$ cat src/rtl/fan_run_scheduler_pkg.sv
// Shared encodings and default constants for the fan run scheduler.
// Imported by the scheduler top and its off-timer.
package fan_run_scheduler_pkg;

    typedef enum logic [1:0] {
        IDLE = 2'd0,
        SLEW = 2'd1,
        RUN  = 2'd2,
        STOP = 2'd3
    } state_e;

    localparam logic [1:0] LVL_OFF = 2'd0;
    localparam logic [1:0] LVL_1   = 2'd1;
    localparam logic [1:0] LVL_2   = 2'd2;
    localparam logic [1:0] LVL_3   = 2'd3;

    localparam logic [9:0] DEF_DUTY_L1   = 10'd300;
    localparam logic [9:0] DEF_DUTY_L2   = 10'd600;
    localparam logic [9:0] DEF_DUTY_L3   = 10'd900;
    localparam logic [9:0] DEF_RAMP_STEP = 10'd10;

    localparam logic [6:0] DEF_T_SW0 = 7'd10;
    localparam logic [6:0] DEF_T_SW1 = 7'd30;
    localparam logic [6:0] DEF_T_SW2 = 7'd60;

    localparam logic [3:0] PRESC_LAST = 4'd9;
    localparam logic [6:0] CSEC_MAX   = 7'd99;

endpackage

$ cat src/rtl/fan_off_timer.sv
// Off-timer countdown in seconds/centiseconds, one centisecond per ten 1 ms ticks.
// Expire is a combinational pulse on the tick that reaches 00.00.
module fan_off_timer
    import fan_run_scheduler_pkg::*;
(
    input  logic       i_clk,
    input  logic       i_reset,
    input  logic       i_load,
    input  logic [6:0] i_load_sec,
    input  logic       i_clear,
    input  logic       i_enable,
    input  logic       i_tick,
    output logic [6:0] o_sec,
    output logic [6:0] o_csec,
    output logic       o_active,
    output logic       o_expire
);

    logic [6:0] sec_q, sec_d;
    logic [6:0] csec_q, csec_d;
    logic [3:0] presc_q, presc_d;
    logic       active_q, active_d;
    logic       count;
    logic       dec;

    assign count    = active_q & i_enable & i_tick;
    assign dec      = count & (presc_q == PRESC_LAST);
    assign o_expire = dec & (sec_q == 7'd0) & (csec_q == 7'd1);

    always_comb begin
        sec_d    = sec_q;
        csec_d   = csec_q;
        presc_d  = presc_q;
        active_d = active_q;
        if (i_clear) begin
            sec_d    = 7'd0;
            csec_d   = 7'd0;
            presc_d  = 4'd0;
            active_d = 1'b0;
        end else if (i_load) begin
            sec_d    = i_load_sec;
            csec_d   = 7'd0;
            presc_d  = 4'd0;
            active_d = (i_load_sec != 7'd0);
        end else if (dec) begin
            presc_d = 4'd0;
            if (csec_q == 7'd0) begin
                csec_d = CSEC_MAX;
                sec_d  = sec_q - 7'd1;
            end else begin
                csec_d = csec_q - 7'd1;
            end
            if (o_expire)
                active_d = 1'b0;
        end else if (count) begin
            presc_d = presc_q + 4'd1;
        end
    end

    always_ff @(posedge i_clk) begin
        if (!i_reset) begin
            sec_q    <= 7'd0;
            csec_q   <= 7'd0;
            presc_q  <= 4'd0;
            active_q <= 1'b0;
        end else begin
            sec_q    <= sec_d;
            csec_q   <= csec_d;
            presc_q  <= presc_d;
            active_q <= active_d;
        end
    end

    assign o_sec    = sec_q;
    assign o_csec   = csec_q;
    assign o_active = active_q;

endmodule

$ cat src/rtl/fan_run_scheduler.sv
// Fan run controller: button-driven speed level, slewed PWM duty and timed auto-off.
// Duty and level are registered; the off-timer lives in fan_off_timer.
module fan_run_scheduler
    import fan_run_scheduler_pkg::*;
#(
    parameter logic [9:0] DUTY_L1   = DEF_DUTY_L1,
    parameter logic [9:0] DUTY_L2   = DEF_DUTY_L2,
    parameter logic [9:0] DUTY_L3   = DEF_DUTY_L3,
    parameter logic [9:0] RAMP_STEP = DEF_RAMP_STEP,
    parameter logic [6:0] T_SW0     = DEF_T_SW0,
    parameter logic [6:0] T_SW1     = DEF_T_SW1,
    parameter logic [6:0] T_SW2     = DEF_T_SW2
) (
    input  logic       i_clk,
    input  logic       i_reset,
    input  logic       i_tick_1ms,
    input  logic [4:0] i_button,
    input  logic [2:0] i_fansw,
    output logic [1:0] o_speed_level,
    output logic [9:0] o_duty,
    output logic       o_running,
    output logic       o_timer_active,
    output logic [6:0] o_remain_sec,
    output logic [6:0] o_remain_csec
);

    state_e     state_q, state_d;
    logic [1:0] level_q, level_d;
    logic [9:0] target_q, target_d;
    logic [9:0] duty_q, duty_d;

    logic       btn_off, btn_rearm;
    logic [1:0] btn_spd;
    logic [9:0] spd_duty, duty_step;
    logic [6:0] load_sec;
    logic       reached;
    logic       tmr_load, tmr_clear, tmr_en, tmr_expire;

    assign btn_off   = i_button[0];
    assign btn_spd   = btn_off     ? LVL_OFF :
                       i_button[3] ? LVL_3   :
                       i_button[2] ? LVL_2   :
                       i_button[1] ? LVL_1   : LVL_OFF;
    assign btn_rearm = i_button[4] & ~|i_button[3:0];

    assign spd_duty = (btn_spd == LVL_3) ? DUTY_L3 :
                      (btn_spd == LVL_2) ? DUTY_L2 : DUTY_L1;
    assign load_sec = i_fansw[2] ? T_SW2 :
                      i_fansw[1] ? T_SW1 :
                      i_fansw[0] ? T_SW0 : 7'd0;

    // Snap to target when within one step so the ramp never overshoots or wraps
    always_comb begin
        if (duty_q < target_q)
            duty_step = (target_q - duty_q <= RAMP_STEP) ? target_q
                                                         : duty_q + RAMP_STEP;
        else
            duty_step = (duty_q - target_q <= RAMP_STEP) ? target_q
                                                         : duty_q - RAMP_STEP;
    end
    assign reached = (duty_step == target_q);
    assign tmr_en  = (state_q == SLEW) || (state_q == RUN);

    always_comb begin
        state_d   = state_q;
        level_d   = level_q;
        target_d  = target_q;
        duty_d    = duty_q;
        tmr_load  = 1'b0;
        tmr_clear = 1'b0;
        unique case (state_q)
            IDLE, STOP: begin
                if (btn_spd != LVL_OFF) begin
                    level_d  = btn_spd;
                    target_d = spd_duty;
                    tmr_load = 1'b1;
                    state_d  = SLEW;
                end else if (state_q == STOP && i_tick_1ms) begin
                    duty_d = duty_step;
                    if (reached)
                        state_d = IDLE;
                end
            end
            SLEW, RUN: begin
                if (state_q == SLEW && i_tick_1ms)
                    duty_d = duty_step;
                if (btn_off || tmr_expire) begin
                    level_d   = LVL_OFF;
                    target_d  = 10'd0;
                    tmr_clear = 1'b1;
                    state_d   = STOP;
                end else if (btn_spd != LVL_OFF && btn_spd != level_q) begin
                    level_d  = btn_spd;
                    target_d = spd_duty;
                    state_d  = SLEW;
                end else begin
                    tmr_load = btn_rearm;
                    if (state_q == SLEW && i_tick_1ms && reached)
                        state_d = RUN;
                end
            end
            default: state_d = IDLE;
        endcase
    end

    always_ff @(posedge i_clk) begin
        if (!i_reset) begin
            state_q  <= IDLE;
            level_q  <= LVL_OFF;
            target_q <= 10'd0;
            duty_q   <= 10'd0;
        end else begin
            state_q  <= state_d;
            level_q  <= level_d;
            target_q <= target_d;
            duty_q   <= duty_d;
        end
    end

    fan_off_timer u_timer (
        .i_clk      (i_clk),
        .i_reset    (i_reset),
        .i_load     (tmr_load),
        .i_load_sec (load_sec),
        .i_clear    (tmr_clear),
        .i_enable   (tmr_en),
        .i_tick     (i_tick_1ms),
        .o_sec      (o_remain_sec),
        .o_csec     (o_remain_csec),
        .o_active   (o_timer_active),
        .o_expire   (tmr_expire)
    );

    assign o_speed_level = level_q;
    assign o_duty        = duty_q;
    assign o_running     = (state_q != IDLE);

endmodule

$ cat config.mk
export PLATFORM = sky130hd
export DESIGN_NAME = fan_run_scheduler
export DESIGN_NICKNAME = d
export VERILOG_FILES = /design/src/rtl/fan_run_scheduler_pkg.sv /design/src/rtl/fan_off_timer.sv /design/src/rtl/fan_run_scheduler.sv
export SDC_FILE = /design/constraint.sdc
export NUM_CORES = 1
export LEC_CHECK = 0
export CAP_MARGIN = 20
export CORE_MARGIN = 3
export CORE_UTILIZATION = 52
export CTS_BUF_LIST = sky130_fd_sc_hd__clkbuf_4 sky130_fd_sc_hd__clkbuf_8 sky130_fd_sc_hd__clkbuf_16
export DETAILED_ROUTE_END_ITERATION = 10
export GPL_ROUTABILITY_DRIVEN = 0
export PLACE_DENSITY = 0.79
export REMOVE_ABC_BUFFERS = 1
export SKIP_LAST_GASP = 1
export SYNTH_ARGS = -nofsm -noshare
export SYNTH_HDL_FRONTEND = slang
export SYNTH_HIERARCHICAL = 1
export SYNTH_SLANG_ARGS = --single-unit
$ cat constraint.sdc
create_clock -name i_clk -period 3.5 [get_ports i_clk]
set_input_delay 0.875 -clock i_clk [delete_from_list [all_inputs] [get_ports i_clk]]
set_output_delay 0.875 -clock i_clk [all_outputs]
set_load 0.02 [all_outputs]
* Yosys cells after proc, flatten, opt, wreduce, memory -nomap -nowiden
Index checks and enable logic that the tools add are counted.
** Storage, ports and cells
- Logic and storage cells :: 113
- Input port bits :: 11
- Bits in writable memories :: 0
- Memories kept :: 0
- Output and inout bits :: 28
- Bits in latches :: 0
- Memory bits (read-only) :: 0
- Bits in registers :: 43
** Cells by class
- Reduce and logical (&&, ||, !) cells :: 27
- Equality and inequality tests :: 17
- Shifts and indexed selects :: 0
- Mux-type cells :: 44
- Div/mod/pow operators :: 0
- Magnitude comparators :: 3
- Add/subtract/negate cells :: 7
- Multiply operators :: 0
- Bitwise operators :: 7
** Operators with widths (number)
- 10-bit 2-to-1 mux :: 11
- 10-bit case mux with 2 select lines :: 2
- 7-bit 2-to-1 mux :: 4
- 2-bit 2-to-1 mux :: 12
- 10-bit by 4-bit less-or-equal comparator with 1-bit output (second input constant) :: 2
- 10-bit subtractor :: 2
- 7-bit zero test :: 2
- 7-bit by 1-bit subtractor with 7-bit output (second input constant) :: 2
- 10-bit by 4-bit adder with 10-bit output (second input constant) :: 1
- 10-bit equality test :: 1
- 10-bit less-than comparator :: 1
- 2-bit nonzero test :: 5
- 10-bit by 4-bit subtractor with 10-bit output (second input constant) :: 1
- 1-bit 2-to-1 mux :: 9
- 3-bit != test (second input constant) :: 3
- 2-bit equality test (second input constant) :: 4
- 2-bit != test (second input constant) :: 4
- 2-bit case mux with 2 select lines :: 2
- 4-bit OR reduction :: 2
- 7-bit by 1-bit equality test with 1-bit output (second input constant) :: 1
- 7-bit nonzero test :: 1
- 1-bit bitwise AND :: 6
- 6-bit 2-to-1 mux :: 1
- 2-bit AND reduction :: 3
- 16 further kinds :: 23

* Depth between registers and ports, before layout
- Word-level depth :: 12
- Mapped depth :: 16
- Gate-level depth less buffers :: 15

* Modules after synthesis
The synthesis kept the hierarchy.
** By module, submodules not included
- fan_run_scheduler :: seq. area each 400.4 um^2, cells an instance 355, instances 1, area each 2618.8 um^2
- fan_off_timer :: seq. area each 380.4 um^2, cells an instance 124, instances 1, area each 1074.8 um^2

* Least setup slack after synthesis
OpenSTA, ideal clock, no wires.
- Path type :: reg2reg
- Start :: register duty_q[4] (netlist: o_duty[4])
- End :: register state_q[0]
- Required time :: 3.385 ns
- Clock period less this slack :: 3.475 ns
- Arrival time :: 3.360 ns
- Library setup time :: 0.115 ns
- Buffers on the path :: 2
- Cell stages (with the launch flop) :: 15
- Path slack :: 0.025 ns
- Path through :: dfxtp_1 -> clkbuf_8 -> clkinv_1 -> ha_1 -> buf_6 -> and3b_1 -> or3_1 -> a22oi_1 -> o2111ai_2 -> a41oi_2 -> o31ai_2 -> a211o_1 -> nor4_2 -> a211oi_1 -> o21a_1
** On the way
- Word-level cells in the longest chain between the ends :: 8
- Elaborated cells on any way between the ends :: 15
- Those cells by class :: add/sub (4); order compare (3); eq/ne (3); mux (3); reduce/logical (2)
** RTL lines
- from (decl) :: RTL line fan_run_scheduler.sv:30 : logic [9:0] duty_q, duty_d;
- from (signal assigned) :: RTL line fan_run_scheduler.sv:116 : duty_q <= duty_d;
- 10-bit subtractor, on equally long branches :: RTL line fan_run_scheduler.sv:58, fan_run_scheduler.sv:55
- 10-bit by 4-bit less-or-equal comparator with 1-bit output, on equally long branches :: RTL line fan_run_scheduler.sv:58, fan_run_scheduler.sv:55
- 10-bit 2-to-1 mux, on equally long branches :: RTL line fan_run_scheduler.sv:58, fan_run_scheduler.sv:55
- 10-bit 2-to-1 mux (*) :: RTL line fan_run_scheduler.sv:54 : if (duty_q < target_q)
- 10-bit equality test (*) :: RTL line fan_run_scheduler.sv:61 : assign reached = (duty_step == target_q);
- 1-bit logical AND :: RTL line fan_run_scheduler.sv:98 : if (state_q == SLEW && i_tick_1ms && reached)
- 4-bit != test (no line)
- 3-bit AND reduction (no line) (*)
- to (signal assigned) :: RTL line fan_run_scheduler.sv:113 : state_q <= state_d;
- to (decl) :: RTL line fan_run_scheduler.sv:27 : state_e state_q, state_d;
Mark *: on every way between the ends. The rest lies on a longest branch, timed or not.
A chain may end at the register's enable or synchronous reset.

* Worst setup path after layout
- Start :: register duty_q[2] (netlist: o_duty[2])
- End :: register state_q[1]
The elaborated chain is that of the path after synthesis.

==> results.py <==
metrics = {
    "pwr": {
        "vdd_ir_drop_max_mv": 0.400,
        "total_leakage_power_nw": 1.73,
        "power.density_nw_per_um2": 867,
        "power_w": 0.00388,
    },
    "critical_path": {
        "worst-path-max-fanout": 11,
        "crit_buf_inv": 3,
        "timing.critical_path.slowest_cell_delay_ns": 0.39,
        "timing.critical_path.max_delay_family": "compound AO/OA/AOI/OAI gates",
        "timing.critical_path.from_type": "flip-flop",
        "rrSetupSlack_ns": 0.17,
        "timing_worst_setup_path_type": "flip-flop to flip-flop",
        "worstPathCellList": "inv_1, ha_1, inv_1, fa_2, and3_1, or3_1, a22oi_1, o2111ai_2, buf_4, nand2_1, a21oi_1, a211oi_1, o21ai_1, a211oi_2, mux2i_1",
        "crit_arrival_ns": 3.55,
        "crit_required_ns": 3.72,
        "cpMostUsedCell": "sky130_fd_sc_hd__inv_1",
        "critical-path-slowest-cell": "sky130_fd_sc_hd__fa_2",
        "crit_end_element": "flip-flop",
    },
    "final_layout": {
        "fillCellCount": 612,
        "final_net_count": 576,
        "layout-area-overhead-vs-synth_pct": 21.0,
        "num_antenna_cells": 0,
        "layout.cells.most_common_list": "sky130_fd_sc_hd__clkdlybuf4s50_1, sky130_fd_sc_hd__nor2_1, sky130_fd_sc_hd__dfxtp_1",
        "post-route-util": 0.654,
        "drive_above_1_share": 0.136,
        "commonest_non_fill_non_tap_cell_in_the_layout": "sky130_fd_sc_hd__clkdlybuf4s50_1",
    },
    "route": {
        "drt-vias-per-instance": 6.18,
        "drt_first_pass_iters": 5,
        "antenna_left": 0,
        "drt-initial-drc-count": 553,
        "drt-total-wl_mm": 10.4,
        "drcViolationCount": 0,
        "routed-via-count": 3917,
        "avgRoutedWirePerCell_um": 16.4,
    },
    "global_route": {
        "pin_count_of_the_biggest_net_entering_global_routing": 21,
        "antenna_violations_before_repair": 0,
        "top_usage_layer": "met2",
        "globalRouteMet3Util": 0.0458,
        "first_global_vias": 3627,
        "gr_layer_usage_met1": 0.330,
        "track_usage": 0.250,
        "met2_usage": 0.413,
        "grt_overflow": 0,
        "grt_pass1_wl_mm": 17.2,
    },
    "placement": {
        "detailed_place_hpwl_mm": 7.85,
        "numPortBuffers": 38,
    },
    "synth": {
        "syn_area_um2": 3690,
        "synth-seq-cells": 39,
        "synth_edf_count": 0,
        "synthCells": 479,
        "distinct_cell_type_count_after_synthesis": 82,
        "seq_area_frac_synth": 0.211,
        "synthesis.area_per_instance_um2": 7.71,
        "postSynth.asyncResetShare": 0,
        "ys.warnings.count": 6,
        "postSynth.topFlopCell": "sky130_fd_sc_hd__dfxtp_1",
    },
    "sta": {
        "final.setup.tns_ns": 0,
        "final.period_utilization": 0.952,
        "hold_viol_final": 0,
        "whs_ns": 0.527,
        "min_period_ns": 3.33,
        "finalClockSkew_ns": 0.00912,
        "max_clock_freq_mhz": 300,
        "timing.final.setup_violations": 0,
        "timing_max_transition_violations_final": 0,
        "timing.max_slew.rel_slack": 0.491,
        "worst_margin_slew_ns": 0.756,
    },
    "hold_path": {
        "worst_hold_path_type": "flip-flop to flip-flop",
    },
    "clocking": {
        "cts_root_buf": "sky130_fd_sc_hd__clkbuf_8",
        "clock_insertion_delay_worst_skew_ns": 0.29,
        "cts_made_buffers": 5,
        "worst_setup_hold_path_clk_slew_ns": 0.08,
        "htree_levels": 2,
        "cts_hold_buffers": 0,
        "cts_buffer_depth": 2,
        "clock-sinks": 39,
        "cts_tree": "done",
    },
    "flow_run": {
        "timing.max_cap.violations": 0,
    },
    "die": {
        "start_util": 0.541,
        "floorplan.core_area_um2": 6830,
        "design.die.area_um2": 8150,
        "die_w_um": 90.3,
        "placement_rows": 30,
        "io_pins": 39,
        "chipHeight_um": 90.3,
    },
    "run_status": {
        "run_status": "completed",
    },
}
==> timing repair <==
action                                  CTS  global route
resized for setup                         1            15
pin swaps                                 0             4
buffers inserted                          0             4
endpoints found under the setup margin    1             2
==> area by class of cell <==
cell class              count  area, um2  share of cell area
multi-input cells         385       2700               0.604
flip-flops and latches     39        783               0.175
repair buffers             70        621               0.139
inverters                  36        135              0.0302
well taps                  96        120              0.0269
clock buffers               5       68.8              0.0154
clock inverters             3       43.8             0.00980
==> routing by layer <==
| metal | wire length (um) | vias up |
|---|---|---|
| met5 | 0 | - |
| met4 | 214 | 0 |
| met3 | 768 | 31 |
| met2 | 4870 | 193 |
| met1 | 4570 | 1818 |
| li1 | - | 1875 |
==> synthesized netlist by cell type (9+ instances only) <==
| master | number | area (um2) |
|---|---|---|
| sky130_fd_sc_hd__nand2_1 | 35 | 131 |
| sky130_fd_sc_hd__ha_1 | 27 | 338 |
| sky130_fd_sc_hd__nor3_1 | 17 | 85.1 |
| sky130_fd_sc_hd__dfxtp_1 | 39 | 781 |
| sky130_fd_sc_hd__a21oi_1 | 37 | 185 |
| sky130_fd_sc_hd__xnor2_1 | 18 | 158 |
| sky130_fd_sc_hd__o21ai_0 | 26 | 130 |
| sky130_fd_sc_hd__nor2_1 | 37 | 139 |
| sky130_fd_sc_hd__a211oi_1 | 9 | 67.6 |
| sky130_fd_sc_hd__nand3_1 | 14 | 70.1 |
| sky130_fd_sc_hd__nor4_1 | 13 | 81.3 |
| sky130_fd_sc_hd__inv_1 | 34 | 128 |
==> final timing paths <==
kind,endpoint,startpoint,cells past startpoint
worst max-delay path,state_q[1],o_duty[2],15
worst min-delay path,o_speed_level[1],o_speed_level[1],2
worst max register to register,state_q[1],o_duty[2],15
worst min register to register,o_speed_level[1],o_speed_level[1],2
==> metrics by stage <==
step	area [um2]	cells	setup WS (ns)
2_1_floorplan	3550	460	-0.285
3_3_place_gp	4260	622	0.0460
3_5_place_dp	4260	622	-0.103
4_1_cts	4380	630	0.0207
5_1_grt	4470	634	-0.0280
6_report	4470	634	0.169
==> tightest hold or removal path, stage by stage (launching register included) <==
cell and delay (ns):
sky130_fd_sc_hd__dfxtp_1 0.35, sky130_fd_sc_hd__nand2_1 0.07, sky130_fd_sc_hd__a21boi_0 0.07
==> sequential cells by signal, indices dropped and copies added (netlist names) <==
signal	cells
state_q	2
u_timer/presc_q	4
o_speed_level	2
target_q	6
u_timer/o_sec	7
o_duty	10
u_timer/o_csec	7
u_timer/o_active	1
==> cell families (layout without fill, tap and decap cells) <==
family | Yosys count | in the layout | synth area share
adders and majority gates | 28 | 28 | 0.0969
xor gates and xnor gates | 25 | 25 | 0.0593
buffers and inverters | 58 | 114 | 0.0786
and+or+nand+nor | 174 | 174 | 0.253
other | 1 | 4 | 0.00102
AOI/OAI and AO/OA | 148 | 148 | 0.283
muxes | 6 | 6 | 0.0163
DFF | 39 | 39 | 0.211
==> power breakdown <==
group / switching (W) / total (W) / internal, W
Combinational: 0.00168 / 0.00289 / 0.00120
Sequential: 0.0000821 / 0.000603 / 0.000521
Clock: 0.000173 / 0.000386 / 0.000213
Total: 0.00194 / 0.00388 / 0.00194
Power figures use the tool's default switching activity.
